==> src/rtl/playback_pkg.sv <==
// playback_pkg: shared sizes, slice type and FSM states for the playback path.
package playback_pkg;
    localparam int NUM_CH = 32;
    localparam int SLICE = 8;
    localparam int LEN_W = 24;
    localparam int PHASE_W = $clog2(SLICE);
    typedef logic [NUM_CH-1:0][SLICE-1:0] slice_t;
    typedef enum logic [1:0] {IDLE, PRIME, RUN} pb_state_t;
endpackage

==> src/rtl/slice_serializer.sv <==
// slice_serializer: one-slice holding register feeding a per-lane MSB-first shift register.
module slice_serializer
    import playback_pkg::*;
(
    input  logic                clk,
    input  logic                rst,
    input  logic                load,
    input  logic                step,
    input  logic                accept,
    input  logic                flush,
    input  slice_t              in_slice,
    output logic                full,
    output logic [PHASE_W-1:0]  phase,
    output logic [NUM_CH-1:0]   next_bits
);
    slice_t holding, shift;
    always_ff @(posedge clk) begin
        if (!rst) begin
            full <= 1'b0;
            phase <= '0;
            holding <= '0;
            shift <= '0;
        end else begin
            full <= !flush && (accept || (full && !load));
            if (accept)
                holding <= in_slice;
            if (flush)
                phase <= '0;
            else if (load)
                phase <= PHASE_W'(1);
            else if (step)
                phase <= (phase == PHASE_W'(SLICE - 1)) ? '0 : phase + 1'b1;
            for (int i = 0; i < NUM_CH; i++)
                if (load)
                    shift[i] <= holding[i] << 1;
                else if (step)
                    shift[i] <= shift[i] << 1;
        end
    end
    for (genvar i = 0; i < NUM_CH; i++) begin : g_bits
        assign next_bits[i] = load ? holding[i][SLICE-1] : shift[i][SLICE-1];
    end
endmodule

==> src/rtl/playback_backend.sv <==
// playback_backend: serialises slices onto NUM_CH pins, one sample per clk.
// Define PLAYBACK_CNT_EN to add the slices_sent counter output.
module playback_backend
    import playback_pkg::*;
(
    input  logic              clk,
    input  logic              rst,
    input  logic              start,
    input  logic              stop,
    input  logic [LEN_W-1:0]  length,
    input  logic [NUM_CH-1:0] idle_level,
    input  logic              in_valid,
    output logic              in_ready,
    input  slice_t            in_slice,
    output logic [NUM_CH-1:0] channels,
    output logic              busy,
    output logic              done,
`ifdef PLAYBACK_CNT_EN
    output logic [LEN_W-1:0]  slices_sent,
`endif
    output logic              underflow
);
    pb_state_t state, state_nx;
    logic [LEN_W-1:0] remaining;
    logic [PHASE_W-1:0] phase;
    logic [NUM_CH-1:0] next_bits;
    logic full, accept, go, boundary, load, step, starve, flush;
    assign busy = state != IDLE;
    assign in_ready = busy && !full;
    assign accept = in_valid && in_ready;
    // phase wraps to 0 while bit 0 is on the pins, so that edge is the slice boundary
    always_comb begin
        go = state == IDLE && start && !stop && length != '0;
        boundary = state == RUN && phase == '0;
        load = !stop && full && (state == PRIME || (boundary && remaining != '0));
        step = !stop && state == RUN && !boundary;
        starve = !stop && boundary && remaining != '0 && !full;
        state_nx = state;
        if (go)
            state_nx = PRIME;
        else if (busy && (stop || (boundary && !load)))
            state_nx = IDLE;
        else if (load)
            state_nx = RUN;
        flush = busy && state_nx == IDLE;
    end
    always_ff @(posedge clk) begin
        if (!rst) begin
            state <= IDLE;
            channels <= idle_level;
            done <= 1'b0;
            underflow <= 1'b0;
            remaining <= '0;
        end else begin
            state <= state_nx;
            channels <= (state_nx == IDLE) ? idle_level : (load || step) ? next_bits : channels;
            done <= flush || (state == IDLE && start && !stop && length == '0);
            underflow <= !go && (underflow || starve);
            remaining <= go ? length : load ? remaining - 1'b1 : remaining;
        end
    end
`ifdef PLAYBACK_CNT_EN
    always_ff @(posedge clk) begin
        if (!rst)
            slices_sent <= '0;
        else
            slices_sent <= go ? '0 : load ? slices_sent + 1'b1 : slices_sent;
    end
`endif
    slice_serializer u_ser (
        .clk(clk),
        .rst(rst),
        .load(load),
        .step(step),
        .accept(accept),
        .flush(flush),
        .in_slice(in_slice),
        .full(full),
        .phase(phase),
        .next_bits(next_bits)
    );
endmodule
==> config.mk <==
export PLATFORM = sky130hd
export DESIGN_NAME = playback_backend
export DESIGN_NICKNAME = d
export VERILOG_FILES = /design/src/rtl/playback_pkg.sv /design/src/rtl/slice_serializer.sv /design/src/rtl/playback_backend.sv
export SDC_FILE = /design/constraint.sdc
export NUM_CORES = 1
export LEC_CHECK = 0
export ABC_AREA = 1
export CORE_MARGIN = 2
export CORE_UTILIZATION = 50
export CTS_CLUSTER_SIZE = 12
export DETAILED_ROUTE_END_ITERATION = 8
export PLACE_DENSITY = 0.75
export REMOVE_ABC_BUFFERS = 1
export SKIP_CTS_REPAIR_TIMING = 1
export SKIP_LAST_GASP = 1
export SLEW_MARGIN = 10
export SYNTH_ARGS = -nofsm -noshare
export SYNTH_HDL_FRONTEND = slang
export SYNTH_SLANG_ARGS = --single-unit
==> constraint.sdc <==
create_clock -name clk -period 3.77 [get_ports clk]
set_clock_uncertainty 0.15 [all_clocks]
set_input_delay 0.754 -clock clk [delete_from_list [all_inputs] [get_ports clk]]
set_output_delay 0.754 -clock clk [all_outputs]
set_load 0.02 [all_outputs]
# After elaboration in Yosys (flattened, before gate mapping)
# Cells that the tools add are included.
# Widths: inputs -> output; s select.
[totals]
reg_bits = 544
latch_bits = 0
ramBits = 0
mem_bits_ro = 0
inputBits = 317
out_inout_bits = 36
elab_cells = 230
mem_count = 0
[op_classes]
n_addsub = 2
multipliers = 0
div = 0
order_cmp = 0
n_eq_ne = 4
shifts = 0
n_mux = 107
n_bitwise = 1
n_reduce_logical = 44
[ops]
columns = ["operator", "n"]
rows = [
  ["$mux 8", 64],
  ["$mux 32", 3],
  ["$mux 24", 2],
  ["$reduce_bool 24->1", 2],
  ["$mux 1", 34],
  ["$logic_not 24->1", 1],
  ["$sub 24x1->24 const B", 1],
  ["$logic_and 1x1->1", 21],
  ["$logic_not 1->1", 6],
  ["$logic_or 1x1->1", 6],
  ["$mux 2", 3],
  ["$reduce_bool 2->1", 3],
  ["$logic_not 2->1", 2],
  ["$add 3x1->3 const B", 1],
  ["$eq 3x3->1 const B", 1],
  ["$logic_not 3->1", 1],
  ["$mux 3", 1],
  ["$ne 3x1->1 const B", 1],
  ["$reduce_or 3->1", 1],
  ["$eq 2x1->1 const B", 1],
  ["$eq 2x2->1 const B", 1],
  ["$reduce_or 2->1", 1],
  ["$not 1->1", 1],
]

# Longest topological paths before layout
[depth]
ltp_word = 15
depth_mapped = 14
ltp_nobuf = 13

# Hierarchy
# A second synthesis with hierarchy kept.
[unflattened]
hier_cells = 2972
area_unflattened_um2 = 22261.4
[by_module_without_submodules]
columns = ["module", "instances", "cells_each", "area_each_um2", "seq_area_each_um2"]
rows = [
  ["slice_serializer", 1, 2477, 18758.0, 9689.3],
  ["playback_backend", 1, 495, 3503.4, 1521.5],
]

# Worst setup path after synthesis
# Ideal clock, no wire load.
[synth_path]
path_kind = "input-to-reg"
startpoint = "in stop"
endpoint = "reg channels[0] (enable)"
setup_time_ps = 387
arrival_ps = 2321
required_time_ps = 3233
slack_ps = 912
path_stages = 6
path_buffers = 1
cell_sequence = "nor2_1 -> nand2_8 -> inv_2 -> clkbuf_1 -> nor3_1 -> inv_1"
[synth_via]
elab_chain_len = 11
word_cells_on_any_way = 17
cone_classes = "eq/ne (1); mux (3); reduce/logical (13)"
[synth_lines]
columns = ["element", "line", "source"]
rows = [
  ["start, declared", "playback_backend.sv:9", "input logic stop,"],
  ["$logic_not 1->1", "playback_backend.sv:33, playback_backend.sv:35, playback_backend.sv:36", ""],
  ["$logic_and 1x1->1 (2 in a row)", "playback_backend.sv:35", "load = !stop && full && (state == PRIME || (boundary && remaining != '0));"],
  ["$logic_not 1->1", "playback_backend.sv:41", "else if (busy && (stop || (boundary && !load)))"],
  ["$logic_and 1x1->1", "playback_backend.sv:41", ""],
  ["$logic_or 1x1->1", "playback_backend.sv:41", ""],
  ["$logic_and 1x1->1", "playback_backend.sv:41", ""],
  ["$mux 2", "playback_backend.sv:41", ""],
  ["$mux 2", "playback_backend.sv:39", "if (go)"],
  ["$logic_not 2->1", "playback_backend.sv:56", "channels <= (state_nx == IDLE) ? idle_level : (load || step) ? next_bits : channels;"],
  ["$ne 3x1->1 (no line) *", "-", ""],
  ["end signal, assigned", "playback_backend.sv:50", "channels <= idle_level;"],
  ["end signal, assigned", "playback_backend.sv:56", ""],
  ["end, declared", "playback_backend.sv:15", "output logic [NUM_CH-1:0] channels,"],
]
# Mark *: on every way between the ends. The rest lies on a longest branch, timed or not.
# A chain may end at the register's enable or synchronous reset.

# Worst setup path in the final report
[layout_path]
startpoint = "reg remaining[0]"
endpoint = "reg u_ser.shift[148] in the netlist's numbering"
[layout_via]
elab_chain_len = 5
word_cells_on_any_way = 6
cone_classes = "mux (1); reduce/logical (5)"
[layout_lines]
columns = ["element", "line", "source"]
rows = [
  ["start, declared", "playback_backend.sv:24", "logic [LEN_W-1:0] remaining;"],
  ["start signal, assigned", "playback_backend.sv:59", "remaining <= go ? length : load ? remaining - 1'b1 : remaining;"],
  ["$reduce_bool 24->1 *", "playback_backend.sv:35", ""],
  ["$logic_and 1x1->1 *", "playback_backend.sv:35", ""],
  ["$logic_or 1x1->1 *", "playback_backend.sv:35", ""],
  ["$logic_and 1x1->1 *", "playback_backend.sv:35", ""],
  ["$mux 8 or $reduce_bool 2->1 (tied branches)", "-", ""],
  ["end signal, assigned by index", "slice_serializer.sv:35", "shift[i] <= holding[i] << 1;"],
  ["end signal, assigned by index", "slice_serializer.sv:37", "shift[i] <= shift[i] << 1;"],
  ["end, declared", "slice_serializer.sv:16", "slice_t holding, shift;"],
]
# Marked as above.

==> flow_summary.ini <==
[run_status]
status = completed

[drt]
drt_iter0_markers = 1892
remaining_drc_errors = 0
via_per_inst = 5.37
drt_first_pass_iters = 8
wl_per_cell_um = 16.5
antenna_left = 0
vias = 20900
wl_um = 64300

[worst_setup_path]
worst_ep_required_time_ns = 4.10
path_max_fanout = 48
cp-end-kind = flip-flop
cp_slowest_cell = buf_4
cp.arrival_ns = 3.47
crit_family = buffers and inverters
cp-start-kind = flip-flop
critical-path-max-stage-delay_ns = 0.51
crit_chain = inv_1, ha_1, nand2_2, nor2_4, nand3_1, nand2_2, nand2_4, nand2_8, buf_4, buf_4, nand3_1, o211a_1
worst-setup-path-type = reg2reg
crit_buf_inv = 3

[global_routing]
grt_use_met1_pct = 34.6
busiest_layer = met2
gr-total-overflow = 0
grt_pass1_wl_um = 102000
grt_max_degree = 203
grt_pass1_vias = 19900
grt_usage_pct = 26.7
antenna_found_initial = 9
grtUsageMet2_pct = 45.2
use_met3_pct = 3.38

[clocking]
cts_max_level = 2
insertion_delay_ns = 0.61
cts_tree = done
clk_pin_slew_worst_paths_ns = 0.06
cts_root_buf = clkbuf_16
cts_buffers = 55
cts_max_path_buffers = 3
cts_sinks = 544

[placement]
hpwl_um = 40300
numPortBuffers = 352
dp.cells = 3793
place_congestion = 0.866

[die]
io_pins = 353
die_x_um = 216
floorplan.core_area_sq_um = 44300
die_area_sq_um = 46700
initial_core_util_pct = 50.8
row_count = 77
fp.dieH_um = 216

[flow_run]
maxCapViolCount = 0

[synth]
ys_seq_area_share_pct = 49.8
synthMostInstantiatedCell = nand2_1
synth_top_area_share_pct = 45.5
syn_area_sq_um = 22500
yosysWarnings = 0
synth_top_cell_by_area = dfxtp_1
ys.flop_type = dfxtp_1
ys_ff_latch = 544
synth_edf_count = 32
yosysUniqueCellTypes = 32
ys_top_cells_by_count = nand2_1 (909), dfxtp_1 (512), a21oi_1 (378), nor2_1 (247), o21ai_0 (246)
async_flop_share_pct = 0
synthCells = 3059
avgSynthCellArea_sq_um = 7.36
yosys-top-cells-area = dfxtp_1 (46%), nand2_1 (15%), a21oi_1 (8.4%)

[cells_and_area]
syn_to_final_growth_pct = 23.7
post-route-util_pct = 62.9
nets = 3579
fillers = 3883
final_cells = 3898
drive_gt1_share_pct = 3.55

[pwr]
seq_power_share_pct = 48.9
leakage_nw = 10.9
clkPwrFrac_pct = 41.9
switching_power_w = 0.00290
pwr-share-comb_pct = 9.1
vdd_drop_max_mv = 0.386
swShare_pct = 23.5
p_per_area_nw_per_um2 = 442
internal_power_w = 0.00942

[timing]
fmaxAchievable_mhz = 319
finalCritPeriodShare_pct = 83.3
rsz0062_at_grt = no
setup_viol = 0
final-max-slew-violation-count = 0
finalHoldViolCount = 0
min_period_ns = 3.14
worst_slew_pin_slew_ns = 1.08
slew_headroom_pct = 28.3

[worst_hold_path]
hp-class = reg2reg
## worst paths after layout
path              depth (start not counted)              start                 to  slack, ns
setup reg to reg                         12       remaining[0]   u_ser.shift[148]       0.63
hold / removal                            2  u_ser.holding[15]  u_ser.holding[15]       0.30
hold reg to reg                           2  u_ser.holding[15]  u_ser.holding[15]       0.30
setup / recovery                         12       remaining[0]   u_ser.shift[148]       0.63
## registers in the layout, indices dropped and copies added (netlist names)
register	cells
done	1
u_ser.holding	256
u_ser.phase	3
u_ser.full	1
remaining	24
u_ser.shift	224
channels	32
state	2
underflow	1
## power groups by stage
stage	combinational, W	sequential [W]	clock, W
2_1_floorplan	0.000457	0.00617	0
4_1_cts	0.00113	0.00602	0.00524
3_5_place_dp	0.00112	0.00615	0
5_1_grt	0.00123	0.00604	0.00545
6_report	0.00113	0.00602	0.00517
3_3_place_gp	0.00111	0.00615	0
## layer usage
layer | vias up | share of wire [%]
li1 | 10400 | -
met1 | 9771 | 43
met2 | 642 | 48
met3 | 122 | 5.4
met4 | 0 | 3.2
met5 | - | 0
## final cells by class
| cell class | count | area, sq um | share of cell area [%] |
|---|---|---|---|
| diodes | 9 | 22.5 | 0.0808 |
| clock buffers | 88 | 1580 | 5.67 |
| clock inverters | 8 | 109 | 0.391 |
| inverters | 126 | 493 | 1.77 |
| multi-input cells | 2150 | 9800 | 35.2 |
| flip-flops and latches | 544 | 11200 | 40.2 |
| well taps | 592 | 741 | 2.66 |
| repair buffers | 381 | 3910 | 14.0 |
## through the flow
stage / TNS, ns / hold WS [ns] / setup WS (ns) / total power [W] / cell area, sq um
after floorplan: -2466.47 / 0.274 / -6.18 / 0.00663 / 21500
after global placement: 0 / 0.285 / 0.440 / 0.00726 / 26100
after detailed placement: 0 / 0.289 / 0.340 / 0.00727 / 26100
after CTS: 0 / 0.298 / 0.656 / 0.0124 / 27800
after global routing: 0 / 0.317 / 0.391 / 0.0127 / 27900
final: 0 / 0.300 / 0.631 / 0.0123 / 27900
## worst min-delay path, stage by stage, from the launching register on
cell and delay, ns:
dfxtp_1 0.30, inv_1 0.05, a21oi_1 0.05
## logic make-up after synthesis
family / count (synthesis) / synth area share (%)
simple gates: 1380 / 24.4
compound gates: 750 / 18.1
flops: 544 / 49.8
buf+inv: 365 / 6.83
xor+xnor: 16 / 0.622
fa+ha+maj: 4 / 0.222
## cells in the final DEF (no fill, tap or decap), types with 2 or more instances in the layout
cell type,instances
nand2_1,908
dfxtp_1,512
a21oi_1,378
clkdlybuf4s50_1,351
nor2_1,246
o21ai_0,246
nand3_1,205
inv_1,121
clkbuf_16,55
o211a_1,52
o21ai_1,38
edfxtp_1,32
clkbuf_1,25
a31oi_1,23
buf_4,16
buf_12,13
diode_2,9
o21a_1,9
xnor2_1,8
xor2_1,8
clkbuf_8,8
nor3_1,5
inv_6,4
nand4_1,4
ha_1,4
nand2_2,3
clkinv_2,3
nor2_2,2
nor2_4,2
nand2_4,2
a22oi_1,2
Note: power is estimated with default switching activity, not from simulation.
